**src/rtl/reset_sequencer_if.sv**
```systemverilog
// Signal bundle between the reset sequencer and its surroundings: PLL lock inputs and the
// software request in, sequenced domain resets and status out.
interface reset_sequencer_if #(
   parameter int NUM_LOCKS  = 2,
   parameter int NUM_RESETS = 4
);
   logic [NUM_LOCKS-1:0]  pll_locked;
   logic                  sw_reset_req;
   logic [NUM_RESETS-1:0] reset_out;
   logic                  all_released;
   logic                  lock_lost;
   logic [1:0]            state;

   modport master (
      output pll_locked,
      output sw_reset_req,
      input  reset_out,
      input  all_released,
      input  lock_lost,
      input  state
   );

   modport slave (
      input  pll_locked,
      input  sw_reset_req,
      output reset_out,
      output all_released,
      output lock_lost,
      output state
   );
endinterface

```
**src/rtl/reset_sequencer.sv**
```systemverilog
// Waits for every PLL lock to be stable for a hold period, then releases the domain resets
// one by one with a fixed stagger; lock loss or a software request re-asserts them all.
module reset_sequencer #(
   parameter int NUM_LOCKS       = 2,
   parameter int NUM_RESETS      = 4,
   parameter int HOLD_CYCLES     = 5000,
   parameter int STAGGER_CYCLES  = 16,
   parameter int SYNC_STAGES     = 2,
   parameter bit RELOCK_REASSERT = 1'b1
) (
   input logic              sys_clk,
   input logic              reset,
   reset_sequencer_if.slave bus
);

   localparam int MaxCnt = (HOLD_CYCLES > STAGGER_CYCLES) ? HOLD_CYCLES : STAGGER_CYCLES;
   localparam int CntW   = $clog2(MaxCnt + 1);
   localparam int IdxW   = $clog2(NUM_RESETS + 1);

   localparam logic [CntW-1:0]       HoldLoad = CntW'(HOLD_CYCLES - 1);
   localparam logic [CntW-1:0]       StagLoad = CntW'(STAGGER_CYCLES - 1);
   localparam logic [IdxW-1:0]       LastIdx  = IdxW'(NUM_RESETS - 1);
   localparam logic [NUM_RESETS-1:0] AllOn    = '1;

   if (HOLD_CYCLES < 1) begin : g_bad_hold
      $error("reset_sequencer: HOLD_CYCLES must be at least 1");
   end
   if (STAGGER_CYCLES < 1) begin : g_bad_stagger
      $error("reset_sequencer: STAGGER_CYCLES must be at least 1");
   end
   if (NUM_RESETS < 1) begin : g_bad_resets
      $error("reset_sequencer: NUM_RESETS must be at least 1");
   end
   if (SYNC_STAGES < 2) begin : g_bad_sync
      $error("reset_sequencer: SYNC_STAGES must be at least 2");
   end

   typedef enum logic [1:0] {
      StWaitLock = 2'd0,
      StHold     = 2'd1,
      StStagger  = 2'd2,
      StRun      = 2'd3
   } state_e;

   logic [NUM_LOCKS-1:0]  sync_q [SYNC_STAGES];
   logic                  locks_ok_q;

   state_e                state_q, state_d;
   logic [CntW-1:0]       cnt_q, cnt_d;
   logic [IdxW-1:0]       idx_q, idx_d;
   logic [NUM_RESETS-1:0] reset_out_q, reset_out_d;
   logic                  all_released_q, all_released_d;
   logic                  lock_lost_q, lock_lost_d;

   // The AND of the synchronised bits is registered so the FSM never sees a combinational
   // mix of stages; this flop is the "+1" in the release latency.
   always_ff @(posedge sys_clk) begin
      if (reset) begin
         for (int s = 0; s < SYNC_STAGES; s++) begin
            sync_q[s] <= '0;
         end
         locks_ok_q <= 1'b0;
      end else begin
         sync_q[0] <= bus.pll_locked;
         for (int s = 1; s < SYNC_STAGES; s++) begin
            sync_q[s] <= sync_q[s-1];
         end
         locks_ok_q <= &sync_q[SYNC_STAGES-1];
      end
   end

   always_ff @(posedge sys_clk) begin
      if (reset) begin
         state_q        <= StWaitLock;
         cnt_q          <= '0;
         idx_q          <= '0;
         reset_out_q    <= AllOn;
         all_released_q <= 1'b0;
         lock_lost_q    <= 1'b0;
      end else begin
         state_q        <= state_d;
         cnt_q          <= cnt_d;
         idx_q          <= idx_d;
         reset_out_q    <= reset_out_d;
         all_released_q <= all_released_d;
         lock_lost_q    <= lock_lost_d;
      end
   end

   always_comb begin
      state_d     = state_q;
      cnt_d       = cnt_q;
      idx_d       = idx_q;
      reset_out_d = reset_out_q;
      lock_lost_d = lock_lost_q;

      if (bus.sw_reset_req) begin
         state_d     = StWaitLock;
         cnt_d       = '0;
         idx_d       = '0;
         reset_out_d = AllOn;
         lock_lost_d = 1'b0;
      end else begin
         unique case (state_q)
            StWaitLock: begin
               if (locks_ok_q) begin
                  state_d = StHold;
                  cnt_d   = HoldLoad;
               end
            end

            StHold: begin
               if (!locks_ok_q) begin
                  state_d = StWaitLock;
               end else if (cnt_q == '0) begin
                  reset_out_d[0] = 1'b0;
                  cnt_d          = StagLoad;
                  idx_d          = IdxW'(1);
                  state_d        = (NUM_RESETS == 1) ? StRun : StStagger;
               end else begin
                  cnt_d = cnt_q - 1'b1;
               end
            end

            StStagger, StRun: begin
               if (!locks_ok_q && RELOCK_REASSERT) begin
                  state_d     = StWaitLock;
                  cnt_d       = '0;
                  idx_d       = '0;
                  reset_out_d = AllOn;
                  lock_lost_d = 1'b1;
               end else if (state_q == StStagger) begin
                  if (cnt_q == '0) begin
                     for (int i = 1; i < NUM_RESETS; i++) begin
                        if (idx_q == IdxW'(i)) begin
                           reset_out_d[i] = 1'b0;
                        end
                     end
                     idx_d = idx_q + 1'b1;
                     if (idx_q == LastIdx) begin
                        state_d = StRun;
                     end else begin
                        cnt_d = StagLoad;
                     end
                  end else begin
                     cnt_d = cnt_q - 1'b1;
                  end
               end
            end

            default: state_d = StWaitLock;
         endcase
      end
   end

   // Registered so it rises on the same edge that clears the last channel.
   assign all_released_d = (reset_out_d == '0);

   always_comb begin
      bus.reset_out    = reset_out_q;
      bus.all_released = all_released_q;
      bus.lock_lost    = lock_lost_q;
      bus.state        = state_q;
   end

endmodule

```
**src/flat_wrapper.sv**
```systemverilog
// flat-port wrapper written by rule: the top's interface ports become plain ports
module reset_sequencer_flat 
#(
   parameter int NUM_LOCKS       = 2,
   parameter int NUM_RESETS      = 4,
   parameter int HOLD_CYCLES     = 5000,
   parameter int STAGGER_CYCLES  = 16,
   parameter int SYNC_STAGES     = 2,
   parameter bit RELOCK_REASSERT = 1'b1
)
  (sys_clk, reset, bus_pll_locked, bus_sw_reset_req, bus_reset_out, bus_all_released, bus_lock_lost, bus_state);
  reset_sequencer_if #(.NUM_LOCKS(NUM_LOCKS), .NUM_RESETS(NUM_RESETS)) bus_i ();
  input logic sys_clk;
  input logic reset;
  input wire logic [$bits(bus_i.pll_locked)-1:0] bus_pll_locked;
  input wire logic [$bits(bus_i.sw_reset_req)-1:0] bus_sw_reset_req;
  output wire logic [$bits(bus_i.reset_out)-1:0] bus_reset_out;
  output wire logic [$bits(bus_i.all_released)-1:0] bus_all_released;
  output wire logic [$bits(bus_i.lock_lost)-1:0] bus_lock_lost;
  output wire logic [$bits(bus_i.state)-1:0] bus_state;
  assign bus_i.pll_locked = bus_pll_locked;
  assign bus_i.sw_reset_req = bus_sw_reset_req;
  assign bus_reset_out = bus_i.reset_out;
  assign bus_all_released = bus_i.all_released;
  assign bus_lock_lost = bus_i.lock_lost;
  assign bus_state = bus_i.state;
  reset_sequencer #(.NUM_LOCKS(NUM_LOCKS), .NUM_RESETS(NUM_RESETS), .HOLD_CYCLES(HOLD_CYCLES), .STAGGER_CYCLES(STAGGER_CYCLES), .SYNC_STAGES(SYNC_STAGES), .RELOCK_REASSERT(RELOCK_REASSERT)) u_core (.sys_clk(sys_clk), .reset(reset), .bus(bus_i));
endmodule
```
**config.mk**
```make
export PLATFORM = sky130hd
export DESIGN_NAME = reset_sequencer_flat
export DESIGN_NICKNAME = d
export VERILOG_FILES = /design/src/rtl/reset_sequencer_if.sv /design/src/rtl/reset_sequencer.sv /design/src/flat_wrapper.sv
export SDC_FILE = /design/constraint.sdc
export NUM_CORES = 1
export LEC_CHECK = 0
export BUFFER_PORTS_ARGS = -buffer_cell sky130_fd_sc_hd__buf_2
export CORE_ASPECT_RATIO = 0.9
export CORE_MARGIN = 2
export CORE_UTILIZATION = 56
export CTS_CLUSTER_DIAMETER = 80
export CTS_CLUSTER_SIZE = 8
export DETAILED_ROUTE_END_ITERATION = 7
export HOLD_SLACK_MARGIN = 0.06
export PLACE_DENSITY = 0.75
export SETUP_SLACK_MARGIN = 0.1
export SLEW_MARGIN = 40
export SYNTH_ARGS = -nofsm -noshare
export SYNTH_HDL_FRONTEND = slang
export SYNTH_SLANG_ARGS = --single-unit
```
**constraint.sdc**
```tcl
create_clock -name sys_clk -period 2.6 [get_ports sys_clk]
set_input_delay 0.52 -clock sys_clk [delete_from_list [all_inputs] [get_ports sys_clk]]
set_output_delay 0.52 -clock sys_clk [all_outputs]
set_load 0.02 [all_outputs]
```
Word level (Yosys, flattened, before mapping)

Memories as Yosys holds them, arrays and structs flattened.
Cells that the tools add are included.

Input port bits: 5
Register bits: 25
Memories kept: 1
Bits in writable memories: 4
Output and inout port bits: 8

Add/sub/neg operators: 2
Reductions and logical operators: 11
Eq/ne operators: 14
Bitwise logic cells: 3
Mux-type cells: 39

Memory list:

| memory        | depth | width | read ports | clocked after memory_dff | write ports | RTL line              | source |
|---|---|---|---|---|---|---|---|
| u_core.sync_q | 2     | 2     | 2          | 0                        | 2           | reset_sequencer.sv:45 | `logic [NUM_LOCKS-1:0] sync_q [SYNC_STAGES];` |

Operators by type and width:

| operator                                           | count |
|---|---|
| 2-to-1 mux 13 bit                                  | 7 |
| case mux 13 bit (3 select lines)                   | 1 |
| 2-to-1 mux 3 bit                                   | 9 |
| 2-to-1 mux 2 bit                                   | 9 |
| logical NOT 13 bit                                 | 1 |
| subtractor 13 x 1 -> 13 bit, second input constant | 1 |
| != test 3 bit, second input constant               | 4 |
| AND reduction 5 bit                                | 2 |
| 2-to-1 mux 1 bit                                   | 9 |
| == test 3 x 2 -> 1 bit, second input constant      | 2 |
| != test 2 x 1 -> 1 bit, second input constant      | 3 |
| case mux 2 bit (3 select lines)                    | 1 |
| case mux 3 bit (2 select lines)                    | 1 |
| == test 2 bit, second input constant               | 2 |
| logical NOT 4 bit                                  | 1 |
| 2-to-1 mux 4 bit                                   | 1 |
| != test 4 bit, second input constant               | 1 |
| AND reduction 2 bit                                | 2 |
| AND reduction 4 bit                                | 1 |
| OR reduction 2 bit                                 | 2 |
| adder 3 x 1 -> 3 bit, second input constant        | 1 |
| == test 3 x 1 -> 1 bit, second input constant      | 1 |
| == test 2 x 1 -> 1 bit, second input constant      | 1 |
| logical NOT 2 bit                                  | 1 |
| 4 further kinds                                    | 5 |

Depth between registers and ports, before layout

Gate-level depths: netlist of run 1.

Depth after elaboration: 8
Mapped depth: 8
Depth with buffers taken out: 7

Worst setup path after synthesis of run 1

OpenSTA, ideal clock, no wires.

Path type: register -> register
Start point: register u_core.idx_q[0]
End point: register u_core.cnt_q[11]
Required time: 2.530 ns
Setup time: 0.070 ns
Period minus slack after synthesis: 2.079 ns
Buffers on the path: 0
Setup slack: 0.521 ns
Stages on the path, launching flop included: 8
Arrival time: 2.008 ns
Path through: dfxtp_1 -> ha_1 -> ha_1 -> nor4b_1 -> and4_2 -> a31o_2 -> or4_1 -> o21bai_1

Longest elaborated chain between the ends: 3

Ends and longest elaborated chain:

| item                          | RTL line               | source |
|---|---|---|
| from (decl)                   | reset_sequencer.sv:50  | `logic [IdxW-1:0] idx_q, idx_d;` |
| from (signal assigned)        | reset_sequencer.sv:83  | `idx_q <= idx_d;` |
| == test 3 x 2 -> 1 bit        | reset_sequencer.sv:140 | `if (idx_q == LastIdx) begin` |
| != test 4 bit (no line)       | --                     |  |
| AND reduction 4 bit (no line) | --                     |  |
| to (signal assigned)          | reset_sequencer.sv:82  | `cnt_q <= cnt_d;` |
| to (decl)                     | reset_sequencer.sv:49  | `logic [CntW-1:0] cnt_q, cnt_d;` |

Every way passes these cells.
A chain may end at the register's enable or synchronous reset.

Worst setup path in the final report of run 1

Ends and elaborated chain as after synthesis.

==> impl_metrics.env, run 1 <==
export IMPL_clkTransAtPathRegs_ns=0.10
export IMPL_skew_ns=0.0134
export IMPL_routed_wl_mm=3.88
export IMPL_synth_fp_nets=200
export IMPL_grt_max_degree=18
export IMPL_postPlaceCellArea_mm2=0.00173
export IMPL_final_common_cell="dfxtp_1"
export IMPL_min_delay_start="bus_pll_locked[1]"
export IMPL_avgRoutedWirePerCell_um=15.7
export IMPL_max_cap_violations=0
export IMPL_relSlewSlack=0.481
export IMPL_critPathMaxFanout=6
export IMPL_routabilityCongestion=0.867
export IMPL_synthTopCellsByArea="dfxtp_1 (36%), ha_1 (4.6%), nor2_1 (4.6%)"
export IMPL_cp_common_cell="ha_1"
export IMPL_power_density_mw_per_mm2=514
export IMPL_worstMarginPinSlew_ns=0.770
export IMPL_fin_setup_tns_ns=0
export IMPL_grt_met2_usage=0.423
export IMPL_gr_total_overflow=0
export IMPL_critical_path_slowest_cell="or4_1"
export IMPL_hp_class="input port to register"
export IMPL_finalCritPeriodShare=0.884
export IMPL_antenna_found_initial=0
export IMPL_crit_path_start="u_core.idx_q[0]"
export IMPL_rows=18
export IMPL_ys_async_sr_fraction=0
export IMPL_drive_above_1_share=0.208
export IMPL_ctsResizeCount=0
export IMPL_synth_largest_area_cell="dfxtp_1"
export IMPL_syn2layout_area_growth_pct=12.8
export IMPL_first_iter_violations=106
export IMPL_fmax_ghz=0.435
export IMPL_r2r_start="u_core.idx_q[0]"
export IMPL_cp_top_family="simple AND/OR/NAND/NOR gates"
export IMPL_max_stage_delay_ns=0.50
export IMPL_cellLeakagePower_nw=0.715
export IMPL_antennaDiodeCount=0
export IMPL_worstSetupStartpointType="register"
export IMPL_ant_nets=0
export IMPL_io_pins=13
export IMPL_grt_pass1_vias=1377
export IMPL_htreeDepth=2
export IMPL_syn_area_mm2=0.00163
export IMPL_dp_hpwl_mm=2.84
export IMPL_clk_path_buf_depth=2
export IMPL_yosysWarnings=0
export IMPL_initial_utilization=0.592
export IMPL_vias_per_cell=6.06
export IMPL_grt_first_pass_wirelength_mm=6.69
export IMPL_synth_top_area_frac=0.357
export IMPL_cts_tree="built"
export IMPL_grt_busiest_layer="met2"
export IMPL_setup_viol=0
export IMPL_synthCells=189
export IMPL_endpoint_kind="register"
export IMPL_crit_chain="ha_1, ha_1, nor4b_1, and4_2, a31o_2, or4_1, o21bai_1"
export IMPL_dieArea_mm2=0.00335
export IMPL_crit_arrival_ns=2.56
export IMPL_synth_edf_count=0
export IMPL_synth_seq_area_share=0.357
export IMPL_ir_drop_v=0.000360
export IMPL_worst_path_buf_inv=0
export IMPL_outcome="finished, final reports clean"
export IMPL_cts_buffers=5
export IMPL_nets=217
export IMPL_rsz0062_at_grt="no"
export IMPL_hold_buffers=0
export IMPL_period_minus_slack_ns=2.30
export IMPL_cp_required_ns=2.86
export IMPL_final_area_mm2=0.00184
export IMPL_synth_ff_type="dfxtp_1"
export IMPL_grt_usage=0.279
export IMPL_clock_sinks=29
export IMPL_path_class="register to register"
export IMPL_clk_latency_ns=0.34
export IMPL_clock_root_buffer="clkbuf_4"
export IMPL_first_pass_iters=4
export IMPL_fp_dieW_um=60.8
export IMPL_drc_errors=0
export IMPL_layout_common_cells="dfxtp_1 (29), nor2_1 (20), o21ai_0 (13), nand2_1 (12), buf_2 (12)"
export IMPL_hold_viol=0
export IMPL_drv_slew=0
export IMPL_avgSynthCellArea_um2=8.61
export IMPL_port_buffer_count=12
export IMPL_dr_total_vias=1498
export IMPL_grt_use_met1=0.380
export IMPL_core_area_mm2=0.00275
export IMPL_ys_types=54
export IMPL_grtUsageMet3=0.0605
export IMPL_post_cts_setup_buffer_count=0
export IMPL_ys_seq_elements=29
export IMPL_dieHeight_um=55.2
## registers in the layout, summed over array words and instances (netlist names)
name	cells
u_core.bus.reset_out	4
u_core.bus.state	2
u_core.cnt_q	13
u_core.bus.all_released	1
u_core.bus.lock_lost	1
u_core.idx_q	3
u_core.locks_ok_q	1
u_core.sync_q	4
## power breakdown
part | internal, mW | switching, mW
registers | 0.447 | 0.00151
clock network | 0.298 | 0.166
logic | 0.0131 | 0.0180
## cell families after synthesis
family,after synthesis,synth area share
AND/OR/NAND/NOR,81,0.302
AO/OA/AOI/OAI,56,0.235
flip-flops,29,0.357
buffers and inverters,14,0.0423
adder cells (fa/ha/maj),6,0.0461
multiplexers,2,0.0123
XOR/XNOR,1,0.00538
## cell type report
type	count	area, um^2
multi-input cells	146	978
clock inverters	3	65.1
well taps	40	50.0
fillers	249	912
inverters	7	26.3
clock buffers	5	37.5
repair buffers	17	97.6
flip-flops and latches	29	581
## synthesized netlist by cell type, types with 3 or more instances
| cell | number |
|---|---|
| nand3_1 | 8 |
| a21oi_1 | 11 |
| a31oi_1 | 3 |
| o31ai_1 | 3 |
| nor3_1 | 8 |
| o21ai_0 | 13 |
| a32o_1 | 3 |
| dfxtp_1 | 29 |
| and2b_1 | 5 |
| ha_1 | 6 |
| a21o_1 | 3 |
| nand2_1 | 12 |
| nor2_1 | 20 |
| o21a_1 | 4 |
| o22ai_1 | 4 |
| clkbuf_1 | 4 |
| inv_1 | 7 |
| or3_4 | 3 |
## worst register-to-register path: stages (launching register included)
cell,delay (ns)
dfxtp_1,0.38
ha_1,0.24
ha_1,0.23
nor4b_1,0.15
and4_2,0.28
a31o_2,0.29
or4_1,0.50
o21bai_1,0.15
## path summary, 6_finish.rpt
path,cells after the start,slack [ns],end
hold / removal,2,0.38,u_core.sync_q[0][1]
setup / recovery,7,0.30,u_core.cnt_q[11]
setup reg to reg,7,0.30,u_core.cnt_q[11]
hold reg to reg,2,0.42,u_core.locks_ok_q
## per-layer routing
layer	share of wire	up-vias
met5	0	-
met4	0.026	0
met3	0.081	10
met2	0.45	59
met1	0.44	693
li1	-	736
## metrics by stage
step	util	std cells	power [mW]	hold slack [ns]	worst slack (ns)
2_1_floorplan	-	189	0.479	0.395	0.521
3_3_place_gp	0.631	239	0.488	0.400	0.416
3_5_place_dp	0.631	239	0.489	0.409	0.359
4_1_cts	0.668	247	0.949	0.374	0.311
5_1_grt	0.668	247	0.979	0.364	0.183
6_report	0.668	247	0.943	0.377	0.301
Power figures use the tool's default switching activity.
==> run 2: changes to the inputs <==
- PLACE_DENSITY: 0.75 -> 0.71
==> impl_metrics.env, run 2 (synthesis gave the netlist of run 1 again) <==
export IMPL_postPlaceCellArea_mm2=0.00174
export IMPL_routabilityCongestion=0.901
export IMPL_dp_hpwl_mm=2.61
export IMPL_nets=218
export IMPL_final_util=0.652
export IMPL_period_minus_slack_ns=2.25
export IMPL_antenna_found_initial=0
export IMPL_htreeDepth=2
export IMPL_largest_register="u_core.cnt_q"
export IMPL_grt_first_pass_wirelength_mm=5.81
export IMPL_outcome="finished, final reports clean"
export IMPL_finalCritPeriodShare=0.865
export IMPL_final_area_mm2=0.00179
export IMPL_hold_viol=0
export IMPL_setup_viol=0
export IMPL_dr_total_vias=1522
export IMPL_ir_drop_v=0.000340
export IMPL_power_density_mw_per_mm2=417
export IMPL_first_iter_violations=107
export IMPL_final_common_cell="dfxtp_1"
export IMPL_avgRoutedWirePerCell_um=14.5
export IMPL_grt_pass1_vias=1185
export IMPL_max_cap_violations=0
export IMPL_clock_sinks=29
export IMPL_relSlewSlack=0.533
export IMPL_crit_arrival_ns=2.53
export IMPL_drv_slew=0
export IMPL_rows=18
export IMPL_grt_usage=0.242
export IMPL_cts_tree="built"
export IMPL_clk_latency_ns=0.35
export IMPL_core_area_mm2=0.00275
export IMPL_initial_utilization=0.592
export IMPL_vias_per_cell=6.14
export IMPL_hp_class="input port to register"
export IMPL_final_setup_worst_slack_ns=0.351
export IMPL_path_class="register to register"
export IMPL_drive_above_1_share=0.207
export IMPL_cellLeakagePower_nw=0.697
export IMPL_fp_dieW_um=60.8
export IMPL_clk_path_buf_depth=2
export IMPL_routed_wl_mm=3.59
export IMPL_skew_ns=0.0134
export IMPL_cp_required_ns=2.88
export IMPL_antennaDiodeCount=0
export IMPL_dieHeight_um=55.2
export IMPL_endpoint_kind="register"
export IMPL_fmax_ghz=0.445
export IMPL_clkTransAtPathRegs_ns=0.10
export IMPL_hold_buffers=0
export IMPL_critPathMaxFanout=6
export IMPL_ctsResizeCount=0
export IMPL_clock_root_buffer="clkbuf_4"
export IMPL_multi_input_area_um2=978
export IMPL_gr_total_overflow=0
export IMPL_ant_nets=0
export IMPL_worstMarginPinSlew_ns=0.693
export IMPL_worstSetupStartpointType="register"
export IMPL_drc_errors=0
export IMPL_fin_setup_tns_ns=0
export IMPL_cts_buffers=5
export IMPL_syn2layout_area_growth_pct=10.1
export IMPL_dieArea_mm2=0.00335
export IMPL_final_seq_area_um2=581
export IMPL_largest_reg_flops=13
export IMPL_post_cts_setup_buffer_count=0
export IMPL_n_fill_cell=247
export IMPL_io_pins=13
export IMPL_port_buffer_count=12
export IMPL_first_pass_iters=4
export IMPL_layout_common_cells="dfxtp_1 (29), nor2_1 (20), o21ai_0 (13), nand2_1 (12), buf_2 (12)"
export IMPL_rsz0062_at_grt="no"
export IMPL_grt_max_degree=17
export IMPL_power_mw=0.747
export IMPL_dp_slack_ns=0.398
-- run 2: cell count changes in the layout (fill, tap and decap cells not counted) --
| cell | previous run | this run |
|---|---|---|
| clkbuf_1 | 0 | 1 |
| buf_4 | 5 | 6 |
| bufinv_16 | 2 | 0 |
| clkinv_2 | 1 | 2 |
-- run 2: layout make-up --
class | instances | area share
clock buffers | 6 | 0.0230
inverters | 7 | 0.0147
multi-input cells | 146 | 0.546
flip-flops and latches | 29 | 0.324
clock inverters | 2 | 0.00559
repair buffers | 18 | 0.0587
well taps | 40 | 0.0279
-- run 2: critical path, cell delays in order, from the launching register on --
cell and delay, ns:
dfxtp_1 0.37, ha_1 0.21, ha_1 0.22, nor4b_1 0.15, and4_2 0.28, a31o_2 0.30, or4_1 0.51, o21bai_1 0.13
-- run 2: power breakdown --
group | switching [mW] | internal [mW] | total, mW
Clock | 0.164 | 0.103 | 0.267
Combinational | 0.0176 | 0.0134 | 0.0310
Sequential | 0.00142 | 0.447 | 0.449
-- run 2: layer usage --
layer	global-route usage	part of all wire	up-vias
met5	0	0	-
met1	0.362	0.49	718
li1	-	-	729
met4	0.109	0.018	0
met3	0.0628	0.082	8
met2	0.321	0.41	67
-- run 2: worst paths after layout --
kind	to	cells after the start	slack [ns]	startpoint
worst max register to register	u_core.cnt_q[11]	7	0.35	u_core.idx_q[0]
worst min-delay path	u_core.sync_q[0][1]	2	0.38	bus_pll_locked[1]
worst min register to register	u_core.locks_ok_q	2	0.42	u_core.sync_q[0][3]
worst max-delay path	u_core.cnt_q[11]	7	0.35	u_core.idx_q[0]
-- run 2: through the flow --
stage	hold slack, ns	std cells
floorplan	0.395	189
global placement	0.400	240
detailed placement	0.413	240
CTS	0.382	248
global route	0.392	248
finish	0.379	248
